==> config.mk <==
export PLATFORM = sky130hd
export DESIGN_NAME = cache_2way_ctrl
export DESIGN_NICKNAME = d
export VERILOG_FILES = /design/src/rtl/cache_2way_ctrl.sv
export SDC_FILE = /design/constraint.sdc
export NUM_CORES = 2
export LEC_CHECK = 0
export BUFFER_PORTS_ARGS = -buffer_cell sky130_fd_sc_hd__buf_2
export CAP_MARGIN = 20
export CORE_AREA = 2 2 339 341
export CTS_CLUSTER_SIZE = 25
export DETAILED_ROUTE_END_ITERATION = 16
export DIE_AREA = 0 0 341 343
export GPL_TIMING_DRIVEN = 0
export PLACE_DENSITY = 0.49
export SYNTH_ARGS = -nofsm -noshare
export SYNTH_HDL_FRONTEND = slang
export SYNTH_SLANG_ARGS = --single-unit
==> constraint.sdc <==
create_clock -name clk -period 3.1 [get_ports clk]
set_clock_uncertainty 0.2 [all_clocks]
set_input_delay 0.155 -clock clk [delete_from_list [all_inputs] [get_ports clk]]
set_output_delay 0.155 -clock clk [all_outputs]
set_load 0.02 [all_outputs]
==> src/rtl/cache_2way_ctrl.sv <==
// Two-way set-associative cache controller: tag lookup, LRU via the used bit,
// dirty-victim write-back and block refill over a req/ack memory handshake.
module cache_2way_ctrl #(
  parameter int INDEX_BIT        = 10,
  parameter int TAG_BIT          = 23,
  parameter int BLOCK_SIZE_WORDS = 4,
  parameter int NUMBER_OF_SETS   = 1000,
  parameter int ADDR_BIT         = (TAG_BIT-3) + INDEX_BIT + 2
) (
  input  logic                          clk,
  input  logic                          rst_n,
  input  logic                          cpu_req,
  input  logic                          cpu_we,
  input  logic [ADDR_BIT-1:0]           cpu_addr,
  input  logic [31:0]                   cpu_wdata,
  output logic                          cpu_ready,
  output logic                          cpu_done,
  output logic                          cpu_err,
  output logic [31:0]                   cpu_rdata,
  output logic [INDEX_BIT-1:0]          ram_addr,
  output logic                          tag0_we,
  output logic                          tag1_we,
  output logic                          data0_we,
  output logic                          data1_we,
  output logic [TAG_BIT-1:0]            tag0_wdata,
  output logic [TAG_BIT-1:0]            tag1_wdata,
  output logic [32*BLOCK_SIZE_WORDS-1:0] data_wdata,
  input  logic [TAG_BIT-1:0]            tag0_rdata,
  input  logic [TAG_BIT-1:0]            tag1_rdata,
  input  logic [32*BLOCK_SIZE_WORDS-1:0] data0_rdata,
  input  logic [32*BLOCK_SIZE_WORDS-1:0] data1_rdata,
  output logic                          mem_req,
  output logic                          mem_we,
  output logic [ADDR_BIT-1:0]           mem_addr,
  output logic [32*BLOCK_SIZE_WORDS-1:0] mem_wdata,
  input  logic                          mem_ack,
  input  logic [32*BLOCK_SIZE_WORDS-1:0] mem_rdata
);
  localparam int BW = 32*BLOCK_SIZE_WORDS;
  localparam int TW = TAG_BIT-3;
  localparam logic [INDEX_BIT-1:0] LAST_SET = INDEX_BIT'(NUMBER_OF_SETS-1);

  typedef enum logic [3:0] {
    S_INIT, S_IDLE, S_LOOKUP, S_COMPARE, S_WB, S_REFILL, S_UPDATE, S_RESP, S_ERR
  } state_t;

  state_t                state_q;
  logic [INDEX_BIT-1:0]  cnt_q, ram_addr_q;
  logic                  we_q, vic1_q;
  logic [ADDR_BIT-1:0]   addr_q, mem_addr_q;
  logic [31:0]           wdata_q, cpu_rdata_q;
  logic [TAG_BIT-1:0]    otag0_q, otag1_q, tag0_wdata_q, tag1_wdata_q;
  logic [BW-1:0]         blk_q, data_wdata_q, mem_wdata_q;
  logic                  ready_q, done_q, err_q, mem_req_q, mem_we_q;
  logic                  tag0_we_q, tag1_we_q, data0_we_q, data1_we_q;

  function automatic logic [BW-1:0] merge(input logic [BW-1:0] b, input logic [1:0] o,
                                          input logic [31:0] w);
    logic [BW-1:0] r;
    r = b;
    r[(BLOCK_SIZE_WORDS-1-int'(o))*32 +: 32] = w;
    return r;
  endfunction

  logic [TW-1:0]        req_tag;
  logic [INDEX_BIT-1:0] idx;
  logic [1:0]           off;
  logic                 hit0, hit1, vic1;
  logic [TAG_BIT-1:0]   vtag;
  logic [BW-1:0]        vblk, hblk;

  always_comb begin
    req_tag = addr_q[ADDR_BIT-1:INDEX_BIT+2];
    idx     = addr_q[INDEX_BIT+1:2];
    off     = addr_q[1:0];
    hit0    = tag0_rdata[0] && (tag0_rdata[TAG_BIT-1:3] == req_tag);
    hit1    = tag1_rdata[0] && (tag1_rdata[TAG_BIT-1:3] == req_tag) && !hit0;
    // Victim: first invalid way, else the not-recently-used way, else way0.
    vic1    = tag0_rdata[0] && (!tag1_rdata[0] || (tag0_rdata[1] && !tag1_rdata[1]));
    vtag    = vic1 ? tag1_rdata : tag0_rdata;
    vblk    = vic1 ? data1_rdata : data0_rdata;
    hblk    = hit0 ? data0_rdata : data1_rdata;
  end

  always_ff @(posedge clk) begin
    if (!rst_n) begin
      state_q <= S_INIT;       cnt_q <= '0;         ram_addr_q <= '0;
      we_q <= 1'b0;            vic1_q <= 1'b0;      addr_q <= '0;
      mem_addr_q <= '0;        wdata_q <= '0;       cpu_rdata_q <= '0;
      otag0_q <= '0;           otag1_q <= '0;       tag0_wdata_q <= '0;
      tag1_wdata_q <= '0;      blk_q <= '0;         data_wdata_q <= '0;
      mem_wdata_q <= '0;       ready_q <= 1'b0;     done_q <= 1'b0;
      err_q <= 1'b0;           mem_req_q <= 1'b0;   mem_we_q <= 1'b0;
      tag0_we_q <= 1'b0;       tag1_we_q <= 1'b0;
      data0_we_q <= 1'b0;      data1_we_q <= 1'b0;
    end else begin
      tag0_we_q  <= 1'b0;
      tag1_we_q  <= 1'b0;
      data0_we_q <= 1'b0;
      data1_we_q <= 1'b0;
      done_q     <= 1'b0;
      err_q      <= 1'b0;
      case (state_q)
        S_INIT: begin
          ram_addr_q   <= cnt_q;
          tag0_we_q    <= 1'b1;
          tag1_we_q    <= 1'b1;
          tag0_wdata_q <= '0;
          tag1_wdata_q <= '0;
          cnt_q        <= cnt_q + 1'b1;
          if (cnt_q == LAST_SET) begin
            cnt_q   <= '0;
            ready_q <= 1'b1;
            state_q <= S_IDLE;
          end
        end
        S_IDLE: if (cpu_req) begin
          ready_q <= 1'b0;
          we_q    <= cpu_we;
          addr_q  <= cpu_addr;
          wdata_q <= cpu_wdata;
          if (int'(cpu_addr[INDEX_BIT+1:2]) >= NUMBER_OF_SETS) begin
            state_q <= S_ERR;
          end else begin
            ram_addr_q <= cpu_addr[INDEX_BIT+1:2];
            state_q    <= S_LOOKUP;
          end
        end
        S_LOOKUP: state_q <= S_COMPARE;
        S_COMPARE: begin
          otag0_q <= tag0_rdata;
          otag1_q <= tag1_rdata;
          vic1_q  <= vic1;
          if (hit0 || hit1) begin
            tag0_we_q    <= 1'b1;
            tag1_we_q    <= 1'b1;
            tag0_wdata_q <= {tag0_rdata[TAG_BIT-1:3], tag0_rdata[2] | (we_q & hit0),
                             hit0, tag0_rdata[0]};
            tag1_wdata_q <= {tag1_rdata[TAG_BIT-1:3], tag1_rdata[2] | (we_q & hit1),
                             hit1, tag1_rdata[0]};
            data_wdata_q <= merge(hblk, off, wdata_q);
            data0_we_q   <= we_q & hit0;
            data1_we_q   <= we_q & hit1;
            blk_q        <= hblk;
            state_q      <= S_RESP;
          end else if (vtag[0] && vtag[2]) begin
            mem_req_q   <= 1'b1;
            mem_we_q    <= 1'b1;
            mem_addr_q  <= {vtag[TAG_BIT-1:3], idx, 2'b00};
            mem_wdata_q <= vblk;
            state_q     <= S_WB;
          end else begin
            state_q <= S_REFILL;
          end
        end
        S_WB: if (mem_ack) begin
          mem_req_q <= 1'b0;
          mem_we_q  <= 1'b0;
          state_q   <= S_REFILL;
        end
        // Enters with mem_req low, raises it, then waits for the ack.
        S_REFILL: begin
          if (!mem_req_q) begin
            mem_req_q  <= 1'b1;
            mem_we_q   <= 1'b0;
            mem_addr_q <= {req_tag, idx, 2'b00};
          end else if (mem_ack) begin
            mem_req_q <= 1'b0;
            blk_q     <= mem_rdata;
            state_q   <= S_UPDATE;
          end
        end
        S_UPDATE: begin
          data_wdata_q <= we_q ? merge(blk_q, off, wdata_q) : blk_q;
          data0_we_q   <= !vic1_q;
          data1_we_q   <= vic1_q;
          tag0_we_q    <= 1'b1;
          tag1_we_q    <= 1'b1;
          tag0_wdata_q <= vic1_q ? {otag0_q[TAG_BIT-1:2], 1'b0, otag0_q[0]}
                                 : {req_tag, we_q, 1'b1, 1'b1};
          tag1_wdata_q <= vic1_q ? {req_tag, we_q, 1'b1, 1'b1}
                                 : {otag1_q[TAG_BIT-1:2], 1'b0, otag1_q[0]};
          state_q      <= S_RESP;
        end
        S_RESP: begin
          done_q      <= 1'b1;
          cpu_rdata_q <= we_q ? wdata_q : blk_q[(BLOCK_SIZE_WORDS-1-int'(off))*32 +: 32];
          ready_q     <= 1'b1;
          state_q     <= S_IDLE;
        end
        S_ERR: begin
          done_q  <= 1'b1;
          err_q   <= 1'b1;
          ready_q <= 1'b1;
          state_q <= S_IDLE;
        end
        default: state_q <= S_INIT;
      endcase
    end
  end

  assign cpu_ready  = ready_q;
  assign cpu_done   = done_q;
  assign cpu_err    = err_q;
  assign cpu_rdata  = cpu_rdata_q;
  assign ram_addr   = ram_addr_q;
  assign tag0_we    = tag0_we_q;
  assign tag1_we    = tag1_we_q;
  assign data0_we   = data0_we_q;
  assign data1_we   = data1_we_q;
  assign tag0_wdata = tag0_wdata_q;
  assign tag1_wdata = tag1_wdata_q;
  assign data_wdata = data_wdata_q;
  assign mem_req    = mem_req_q;
  assign mem_we     = mem_we_q;
  assign mem_addr   = mem_addr_q;
  assign mem_wdata  = mem_wdata_q;
endmodule
==> flow_metrics.tcl <==
set metrics [dict create \
    outcome "complete, no violations" \
    wl_per_cell_um 27.6 \
    power.leakage_uw 0.0188 \
    max-cap-violations 0 \
    final_cells 6667 \
    synth-edff-count 0 \
    die_x_um 341 \
    die_h_um 343 \
    ys_async_sr_fraction_pct 0 \
    drive_gt1_share_pct 26.3 \
    cp-end-kind "flop" \
    initial_core_util_pct 27.5 \
    reg2reg_slack_ps 90 \
    mappedNetlistArea_um2 31200 \
    synthTopCellsByCount "634 x dfxtp_1, 468 x nand2_1, 454 x a21oi_1" \
    gr-total-overflow 0 \
    cts.sinks 634 \
    vias 34400 \
    yosysTopAreaCellShare_pct 40.7 \
    yosysMostFrequentCell "dfxtp_1" \
    grt_pass1_wl_um 253000 \
    clock_path_buffers 3 \
    grt_usage_pct 30.1 \
    p_per_area_nw_per_um2 460 \
    tritoncts "built" \
    start_kind "flop" \
    hold_viol 0 \
    max_freq_ghz 0.332 \
    ys_warn_count 0 \
    synth_seq_cells 634 \
    period_share_pct 97.1 \
    gp_congestion 0.947 \
    synth_top_cell_by_area "dfxtp_1" \
    firstDrtPassIters 5 \
    worstSkewPairLatency_ps 670 \
    setup_violations 0 \
    coreArea_um2 113000 \
    rsz0062_at_grt "yes" \
    synth_flop_cell "dfxtp_1" \
    cp-endpoint "blk_q[64]$_SDFFE_PN0P_" \
    ctsRootBufferMaster "clkbuf_16" \
    worstPathRequired_ps 3430 \
    nets 5594 \
    fin_crit_ps 3010 \
    ys_seq_area_share_pct 40.7 \
    htreeDepth 3 \
    ant_nets 0 \
    rr_endpoint "blk_q[64]$_SDFFE_PN0P_" \
    n_fill_cell 11600 \
    synthCells 3591 \
    totalWireLength_um 184000 \
    tightest_slew_ps 1160 \
    cp.arrival_ps 3340 \
    report.final.slew_viol_count 0 \
    ios 884 \
    synth_area_leaders "dfxtp_1 41%, mux2i_1 12%, a21oi_1 7.3%" \
    clk_pin_slew_ps 60 \
    critPathMaxFanout 10 \
    slew_headroom_pct 22.6 \
    port_buffers 880 \
    ir_worst_vdd_uv 396 \
    antenna_found_initial 19 \
    r2r_cells 10 \
    numCtsBuffers 80 \
    syn2layout_area_growth_pct 48.1 \
    drtIter0Drc 2363 \
    placementRows 124 \
    placedCellCount 5991 \
    dieArea_um2 117000 \
    grt_max_degree 20 \
    ys_types 56 \
    setup_tns_ps 0 \
    viasPerCell 5.16 \
    rr_startpoint "addr_q[16]$_SDFFE_PN0P_" \
    hpwl_um 144000 \
    grt_pass1_vias 34800 \
    crit_path_start "addr_q[16]$_SDFFE_PN0P_" \
    min_path_type "primary input to flop" \
    criticalPathCategory "flop to flop" \
    avgSynthCellArea_um2 8.68 \
    drc 0 \
]
area by class of cell:
class	instances	area, µm²	area share, %
Antenna cell	6	15.0	0.0325
Buffer	351	1720	3.73
Clock buffer	116	2400	5.20
Clock inverter	26	463	1.00
Inverter	9	33.8	0.0732
Multi-Input combinational cell	2588	17000	36.9
Sequential cell	634	12700	27.5
Tap cell	1512	1890	4.10
Timing Repair Buffer	1425	9880	21.4
cell families (layout without fill, tap and decap cells):
kind of cell / Yosys count / in the layout / synth area share (%)
fa+ha+maj: 6 / 6 / 0.241
compound gates: 1229 / 1229 / 26.8
simple gates: 912 / 912 / 11.8
other cells: 1 / 8 / 0.0120
buf+inv: 370 / 1927 / 5.29
mux: 391 / 391 / 13.8
xor+xnor: 48 / 48 / 1.35
flops: 634 / 634 / 40.7
per-stage QoR:
step | hold WS [ps] | area, µm² | setup WS, ps | utilization [%] | power, µW
floorplan | 91.0 | 31200 | 531 | - | 9340
global placement | 200 | 37500 | -1270 | 33.0 | 10300
detailed placement | 201 | 37600 | -791 | 33.1 | 10300
CTS | 25.8 | 46000 | -84.8 | 40.5 | 21300
global route | 61.1 | 46100 | -15.6 | 40.7 | 21700
finish | 2.55 | 46100 | 90.8 | 40.7 | 21200
flip-flops by register name (all words and copies together) (netlist names), 22 cells and up:
signal	count
addr_q	32
otag0_q	22
mem_addr	30
wdata_q	32
mem_wdata	128
blk_q	128
cpu_rdata	32
tag1_wdata	23
otag1_q	22
tag0_wdata	23
data_wdata	128
routing by layer:
metal  GRT usage (%)  wire length [µm]
met5               0               127
met4            12.3              8600
met3            6.78             13200
met2            52.5             88700
met1            35.6             73500
timing repair:
action,4_1_cts,5_1_grt
hold buffers,534,0
endpoints found under the hold margin,573,0
pin swaps,1,4
gates resized for setup,67,74
endpoints found under the setup margin,462,364
buffers inserted,2,2
worst max-delay path: stages (launching register included):
cell and delay, ps:
dfxtp_1 290, clkbuf_2 190, xnor2_1 290, nand4_1 140, nor2_1 300, nand3_4 200
buf_12 230, buf_2 250, mux2i_1 430, a211o_1 240, a21oi_1 80
cells in the final DEF (no fill, tap or decap), types with 99 or more instances in the layout:
master,n
a211o_1,128
a211oi_2,99
a21oi_1,450
a22oi_1,129
buf_2,949
clkbuf_1,187
dfxtp_1,629
dlygate4sd3_1,534
mux2i_1,353
nand2_1,467
nor2_1,325
o21a_1,129
o21ai_0,177
worst min-delay path by stage:
stage | startpoint | end | slack [ps] | cells past startpoint
3_3_place_gp | cpu_addr[29] | addr_q[29]$_SDFFE_PN0P_ | 200 | 3
3_5_place_dp | cpu_wdata[7] | wdata_q[7]$_SDFFE_PN0P_ | 200 | 3
2_1_floorplan | cpu_addr[10] | addr_q[10]$_SDFFE_PN0P_ | 90 | 2
6_report | rst_n | data_wdata[127]$_SDFFE_PN0P_ | 3 | 3
4_1_cts | rst_n | data_wdata[0]$_SDFFE_PN0P_ | 30 | 3
5_1_grt | rst_n | data_wdata[0]$_SDFFE_PN0P_ | 60 | 3
power breakdown:
group / switching (µW) / internal, µW / leakage [µW]
sequential: 178 / 8230 / 0.00511
clock: 4060 / 6360 / 0.00140
combinational: 1310 / 1110 / 0.0123
Power figures use the tool's default switching activity.
